$ cat src/rtl/kadai_pkg.sv
// Shared constants and helpers for the unsigned array multiplier.
// No logic, so no latency.
// No flow control.
package kadai_pkg;

  // Operand width used when the instantiating code does not override it
  localparam int DEFAULT_WIDTH = 2;

  // A full unsigned product of two w-bit operands always fits in 2*w bits
  function automatic int prod_width(input int w);
    return 2 * w;
  endfunction

endpackage

$ cat src/rtl/kadai_09_6_2_full_adder.sv
// One-bit full adder cell for the multiplier adder array.
// Latency: purely combinational.
// No flow control.
module full_adder (
  input  logic x,
  input  logic y,
  input  logic ci,
  output logic s,
  output logic co
);

  assign s  = x ^ y ^ ci;
  assign co = (x & y) | (ci & (x ^ y));

endmodule

$ cat src/rtl/kadai_09_6_2.sv
// Unsigned WIDTH x WIDTH array multiplier with a combinational product and a registered copy.
// Latency: z is combinational; z_q/out_valid follow one cycle after an in_valid sample.
// No backpressure: every in_valid cycle is captured, and out_valid simply drops when in_valid is low.
module kadai_09_6_2
  import kadai_pkg::*;
#(
  parameter int WIDTH = DEFAULT_WIDTH
) (
  input  logic                          clk,
  input  logic                          rst_n,
  input  logic [WIDTH-1:0]              a,
  input  logic [WIDTH-1:0]              b,
  input  logic                          in_valid,
  output logic [prod_width(WIDTH)-1:0]  z,
  output logic [prod_width(WIDTH)-1:0]  z_q,
  output logic                          out_valid
);

  // pp[i][j] is bit j of the multiplicand gated by bit i of the multiplier
  logic [WIDTH-1:0][WIDTH-1:0] pp;

  // row[i] holds the running sum after row i is added; bit 0 is final product bit i,
  // bits WIDTH:1 carry forward as the addend for the next row
  logic [WIDTH-1:0][WIDTH:0]   row;

  // Ripple carries inside each adder row (row 0 needs no adders)
  logic [WIDTH-1:1][WIDTH-1:0] carry;

  genvar i, j;

  // Partial-product AND plane
  for (i = 0; i < WIDTH; i++) begin : g_pp_row
    for (j = 0; j < WIDTH; j++) begin : g_pp_col
      assign pp[i][j] = a[j] & b[i];
    end
  end

  // The first row is just the unshifted partial products
  assign row[0] = {1'b0, pp[0]};

  // Each later row adds its partial products to the upper bits of the previous row
  for (i = 1; i < WIDTH; i++) begin : g_add_row
    for (j = 0; j < WIDTH; j++) begin : g_add_col
      if (j == 0) begin : g_ha
        full_adder u_fa (
          .x  (pp[i][j]),
          .y  (row[i-1][j+1]),
          .ci (1'b0),
          .s  (row[i][j]),
          .co (carry[i][j])
        );
      end else begin : g_fa
        full_adder u_fa (
          .x  (pp[i][j]),
          .y  (row[i-1][j+1]),
          .ci (carry[i][j-1]),
          .s  (row[i][j]),
          .co (carry[i][j])
        );
      end
    end
    assign row[i][WIDTH] = carry[i][WIDTH-1];
  end

  // Low product bits fall out of each row's LSB; the high half is the last row's upper bits
  for (i = 0; i < WIDTH; i++) begin : g_z_lo
    assign z[i] = row[i][0];
  end
  assign z[prod_width(WIDTH)-1:WIDTH] = row[WIDTH-1][WIDTH:1];

  // Capture the product on valid cycles; hold it otherwise, with out_valid as a one-cycle pulse per sample
  always_ff @(posedge clk or negedge rst_n) begin
    if (!rst_n) begin
      z_q       <= '0;
      out_valid <= 1'b0;
    end else begin
      out_valid <= in_valid;
      if (in_valid) begin
        z_q <= z;
      end
    end
  end

endmodule

$ cat config.mk
export PLATFORM = sky130hd
export DESIGN_NAME = kadai_09_6_2
export DESIGN_NICKNAME = d
export VERILOG_FILES = /design/src/rtl/kadai_pkg.sv /design/src/rtl/kadai_09_6_2_full_adder.sv /design/src/rtl/kadai_09_6_2.sv
export SDC_FILE = /design/constraint.sdc
export NUM_CORES = 1
export LEC_CHECK = 0
export CAP_MARGIN = 20
export CORE_AREA = 3 3 40 42
export DETAILED_ROUTE_END_ITERATION = 7
export DIE_AREA = 0 0 43 45
export PLACE_DENSITY_LB_ADDON = 0.08
export SLEW_MARGIN = 20
export SYNTH_ARGS = -nofsm -noshare
export SYNTH_HDL_FRONTEND = slang
export SYNTH_SLANG_ARGS = --single-unit
$ cat constraint.sdc
create_clock -name clk -period 4.02 [get_ports clk]
set_input_delay 1.206 -clock clk [delete_from_list [all_inputs] [get_ports clk]]
set_output_delay 1.206 -clock clk [all_outputs]
set_load 0.03 [all_outputs]
==> results of run 1 <==
-- worst paths after layout --
path | from | endpoint | slack [ps] | cells past startpoint
max | b[0] | z[1] | 50 | 4
min | z_q[0] | z_q[0] | 510 | 1
max reg2reg | z_q[0] | z_q[0] | 3270 | 1
min reg2reg | z_q[0] | z_q[0] | 510 | 1
max in group asynchronous | rst_n | z_q[0] | 2640 | 1
min in group asynchronous | rst_n | z_q[3] | 1190 | 1
-- power groups by stage --
stage | logic, mW | registers [mW] | clock network [mW]
finish | 0.0433 | 0.0565 | 0.0569
global route | 0.0457 | 0.0570 | 0.0627
CTS | 0.0442 | 0.0566 | 0.0599
detailed placement | 0.0440 | 0.0574 | 0
global placement | 0.0439 | 0.0571 | 0
floorplan | 0.0158 | 0.0659 | 0
-- flip-flops by register name, indices dropped and copies added, names as in the netlist --
name       count
out_valid      1
z_q            4
-- layout make-up --
cell class	count	area [µm²]	share of cell area [%]
multi-input cells	10	103	24.5
flip-flops and latches	5	125	29.9
repair buffers	15	145	34.6
clock buffers	3	22.5	5.37
well taps	15	18.8	4.48
clock inverters	1	5.00	1.19
-- worst max-delay path, stage by stage --
cell and delay (ps):
clkdlybuf4s50_1 410, and2_2 190, ha_1 290, clkdlybuf4s50_1 670
-- cells by family (layout without fill, tap and decap cells) --
kind of cell / count (synthesis) / count (layout) / share of synthesized area [%]
flip-flops: 5 / 5 / 50.0
multiplexers: 4 / 4 / 19.5
AND/OR/NAND/NOR: 4 / 4 / 11.5
buffers and inverters: 3 / 19 / 9.00
adder cells (fa/ha/maj): 2 / 2 / 10.0
-- per-layer routing --
layer  global-route usage (%)  up-vias  routed length [µm]
li1                         -       89                   -
met1                     6.37       84                 209
met2                     10.5        8                 266
met3                     3.59        0                  54
met4                     3.61        0                   0
met5                        0        -                   0
-- cell usage in the layout, fill, tap and decap left out --
cell,instances
clkinv_2,1
and2_1,2
ha_1,2
clkbuf_4,3
mux2_2,3
dfrtp_1,5
buf_4,2
clkdlybuf4s50_1,13
and2_2,1
mux2_4,1
and2_4,1
==> flow_summary.toml, run 1 <==
[power_and_ir_drop]
power.switching_mw = 0.0443
leakage_nw = 0.197
p_comb_share_pct = 27.6
clock_power_share_pct = 36.3
p_seq_share_pct = 36.0
vdd_ir_drop_max_mv = 0.133
p_sw_share_pct = 28.3
p_total_mw = 0.157
powerDensity_nw_per_um2 = 374
intPower_mw = 0.112

[die]
core-area_um2 = 1280
rows = 13
start_util_pct = 19.5
die_h_um = 45
die_w_um = 43
ios = 16
die-area_um2 = 1940

[logic_synthesis]
yosysWarningCount = 0
netlist_instances = 18
synth_top_area_cell = "dfrtp_1"
synth_seq_cells = 5
syn_nets = 27
synth_top_cells_by_count = "dfrtp_1 (5), buf_4 (3), mux2_2 (3), and2_1 (2), ha_1 (2)"
synth_top_area_share_pct = 50.0
async_reset_ff_share_pct = 100
synth_ff_type = "dfrtp_1"
ys_types = 8
seq_area_frac_synth_pct = 50.0
synth_area_per_cell_um2 = 13.9
synth_edf_count = 0
syn-cell-area_um2 = 250
synth_most_common_cell = "dfrtp_1"
synth_area_leaders = "dfrtp_1 (50%), mux2_2 (13%), ha_1 (10%)"

[clocking]
cts_hold_buffers = 0
clock-sinks = 5
cts_tree = "done"
htree_num_levels = 1
clk_pin_slew_ps = 40
post-cts-setup-buffers = 0
clock_latency_ps = 240
clockBufferDepth = 2
numCtsBuffers = 3
post_cts_resized = 0
cts_root_buf = "clkbuf_4"

[place]
io_buffers = 15
postPlaceCellArea_um2 = 392
dp_slack_ps = 31.7
dp_cells = 45
gp_congestion = 0.684

[grt]
antenna_found_initial = 0
grt_pass1_vias = 211
grt_max_degree = 6
global_route.overflow_total = 0
grt.total_usage_pct = 6.37
grt_pass1_wl_um = 883

[layout]
instances_no_fill = 49
fin_util_pct = 32.6
fin_nets = 44
n_fill_cell = 138
n_antenna_cell = 0
design_area_um2 = 419
syn_to_final_growth_pct = 67.5
layout-drive-gt1-share_pct = 35.3

[critical_path]
path_class = "input port to primary output"
crit_arrival_ps = 2770
start_kind = "input port"
critPathCaptureType = "primary output"
cp_max_fo = 2
crit_required_ps = 2810

[timing]
slew_violations = 0
fin_crit_ps = 3970
finClkSkew_ps = 0
fin_hold_ws_ps = 505
setup_viol = 0
setup_slack_ps = 47.4
slew-limit-headroom_pct = 79.1
max_freq_ghz = 0.252
fin_tns_setup_ps = 0
rsz0062_at_grt = "no"
tightestPinTransition_ps = 313
period_share_pct = 98.8
finalHoldViolCount = 0

[detailed_routing]
ant_nets = 0
drc_errors = 0
via_per_inst = 3.69
wirelength_um = 530
drtIter0Drc = 2
wl_per_cell_um = 10.8
dr_total_vias = 181
firstDrtPassIters = 2

[run]
drv_cap = 0

[run_status]
status = "finished clean"

[min_path]
hp-class = "register to register"
(Power assumes the default switching activity.)
==> run 2, diff against run 1 <==
clock period = 3.5 ns   (was 4.02 ns; I/O delays follow)
==> flow_summary.toml, run 2 (synthesized netlist as in run 1, its figures left out) <==
[layout]
mostFrequentLayoutCells = "clkdlybuf4s50_1 (12), dfrtp_1 (5), mux2_2 (3), clkbuf_4 (3), buf_4 (3)"
layout_commonest_cell = "clkdlybuf4s50_1"
fin_util_pct = 32.3
syn_to_final_growth_pct = 66.0
largestRegisters = "z_q (4), out_valid (1)"
max_flop_register = "z_q"
instances_no_fill = 49
largest_reg_flops = 4
fin_nets = 44
n_antenna_cell = 0
layout-drive-gt1-share_pct = 35.3
design_area_um2 = 415
n_fill_cell = 140

[critical_path]
crit_arrival_ps = 2320
max_stage_delay_ps = 660
rr_worst_depth = 1
rr_endpoint = "z_q[0]"
crit_buf_inv = 2
reg2reg_slack_ps = 2750
reg2reg_from = "z_q[0]"
cpMaxStageDelayCell = "clkdlybuf4s50_1"
cp-startpoint = "b[0]"
crit_top_cell = "clkdlybuf4s50_1"
cp_top_family = "buffers and inverters"
cp_cell_sequence = "clkdlybuf4s50_1 -> and2_4 -> clkdlybuf4s50_1"
crit_required_ps = 2450
path_class = "input port to primary output"
cp_max_fo = 2
critPathCaptureType = "primary output"
start_kind = "input port"

[grt]
grtUsageMet1_pct = 6.59
grt_util_met3_pct = 2.79
antenna_found_initial = 0
grt_pass1_wl_um = 841
global_route.overflow_total = 0
met2_usage_pct = 8.68
grt_pass1_vias = 193
grt.total_usage_pct = 6.52
grt_max_degree = 6
top_usage_layer = "met4"

[die]
core-area_um2 = 1280
start_util_pct = 19.5
die-area_um2 = 1940
rows = 13
die_h_um = 45
die_w_um = 43
ios = 16

[clocking]
clock_latency_ps = 240
numCtsBuffers = 3
post-cts-setup-buffers = 0
clk_pin_slew_ps = 40
cts_tree = "done"
htree_num_levels = 1
post_cts_resized = 0
cts_root_buf = "clkbuf_4"
clock-sinks = 5
clockBufferDepth = 2
cts_hold_buffers = 0

[timing]
period_share_pct = 96.3
rsz0062_at_grt = "no"
fin_crit_ps = 3370
setup_viol = 0
fin_tns_setup_ps = 0
tightestPinTransition_ps = 309
slew-limit-headroom_pct = 79.3
slew_violations = 0
finalHoldViolCount = 0
fin_hold_ws_ps = 499
max_freq_ghz = 0.297
setup_slack_ps = 129
finClkSkew_ps = 0

[place]
postPlaceCellArea_um2 = 389
hpwl_um = 444
dp_slack_ps = 124
dp_cells = 45
gp_congestion = 0.696
io_buffers = 15

[detailed_routing]
wl_per_cell_um = 10.8
dr_total_vias = 183
drtIter0Drc = 0
ant_nets = 0
drc_errors = 0
firstDrtPassIters = 1
wirelength_um = 527
via_per_inst = 3.73

[min_path]
hold_path_end = "z_q[3]"
hp-class = "register to register"
hold_path.startpoint = "z_q[3]"
holdPathStages = 1

[run]
drv_cap = 0

[power_and_ir_drop]
leakage_nw = 0.195
powerDensity_nw_per_um2 = 433
vdd_ir_drop_max_mv = 0.176
p_total_mw = 0.180

[run_status]
status = "finished clean"
## run 2: cell types whose count changed in the layout (fill, tap and decap cells not counted)
cell	delta
buf_4	+1
clkbuf_1	+1
clkinv_2	-1
clkdlybuf4s50_1	-1
## run 2: layer usage
metal  vias up  routed length, µm  part of all wire [%]
met5         -                  0                     0
met2         8                260                    49
li1         91                  -                     -
met1        84                203                    39
met4         0                  0                     0
met3         0                 62                    12
## run 2: worst max-delay path by stage
stage	end	slack, ps	cells past startpoint
floorplan	z[2]	620	4
global placement	z[0]	120	3
detailed placement	z[0]	120	3
CTS	z[0]	120	3
global route	z[2]	90	5
finish	z[0]	130	3
## run 2: final cells by class
type                    count  area, µm²  area share, %
flip-flops and latches      5        125           30.1
well taps                  15       18.8           4.52
clock buffers               4       26.3           6.33
multi-input cells          10        103           24.7
repair buffers             15        143           34.3
## run 2: power breakdown
part	internal, mW	switching [mW]
sequential	0.0628	0.00190
combinational	0.0247	0.0250
clock	0.0430	0.0223
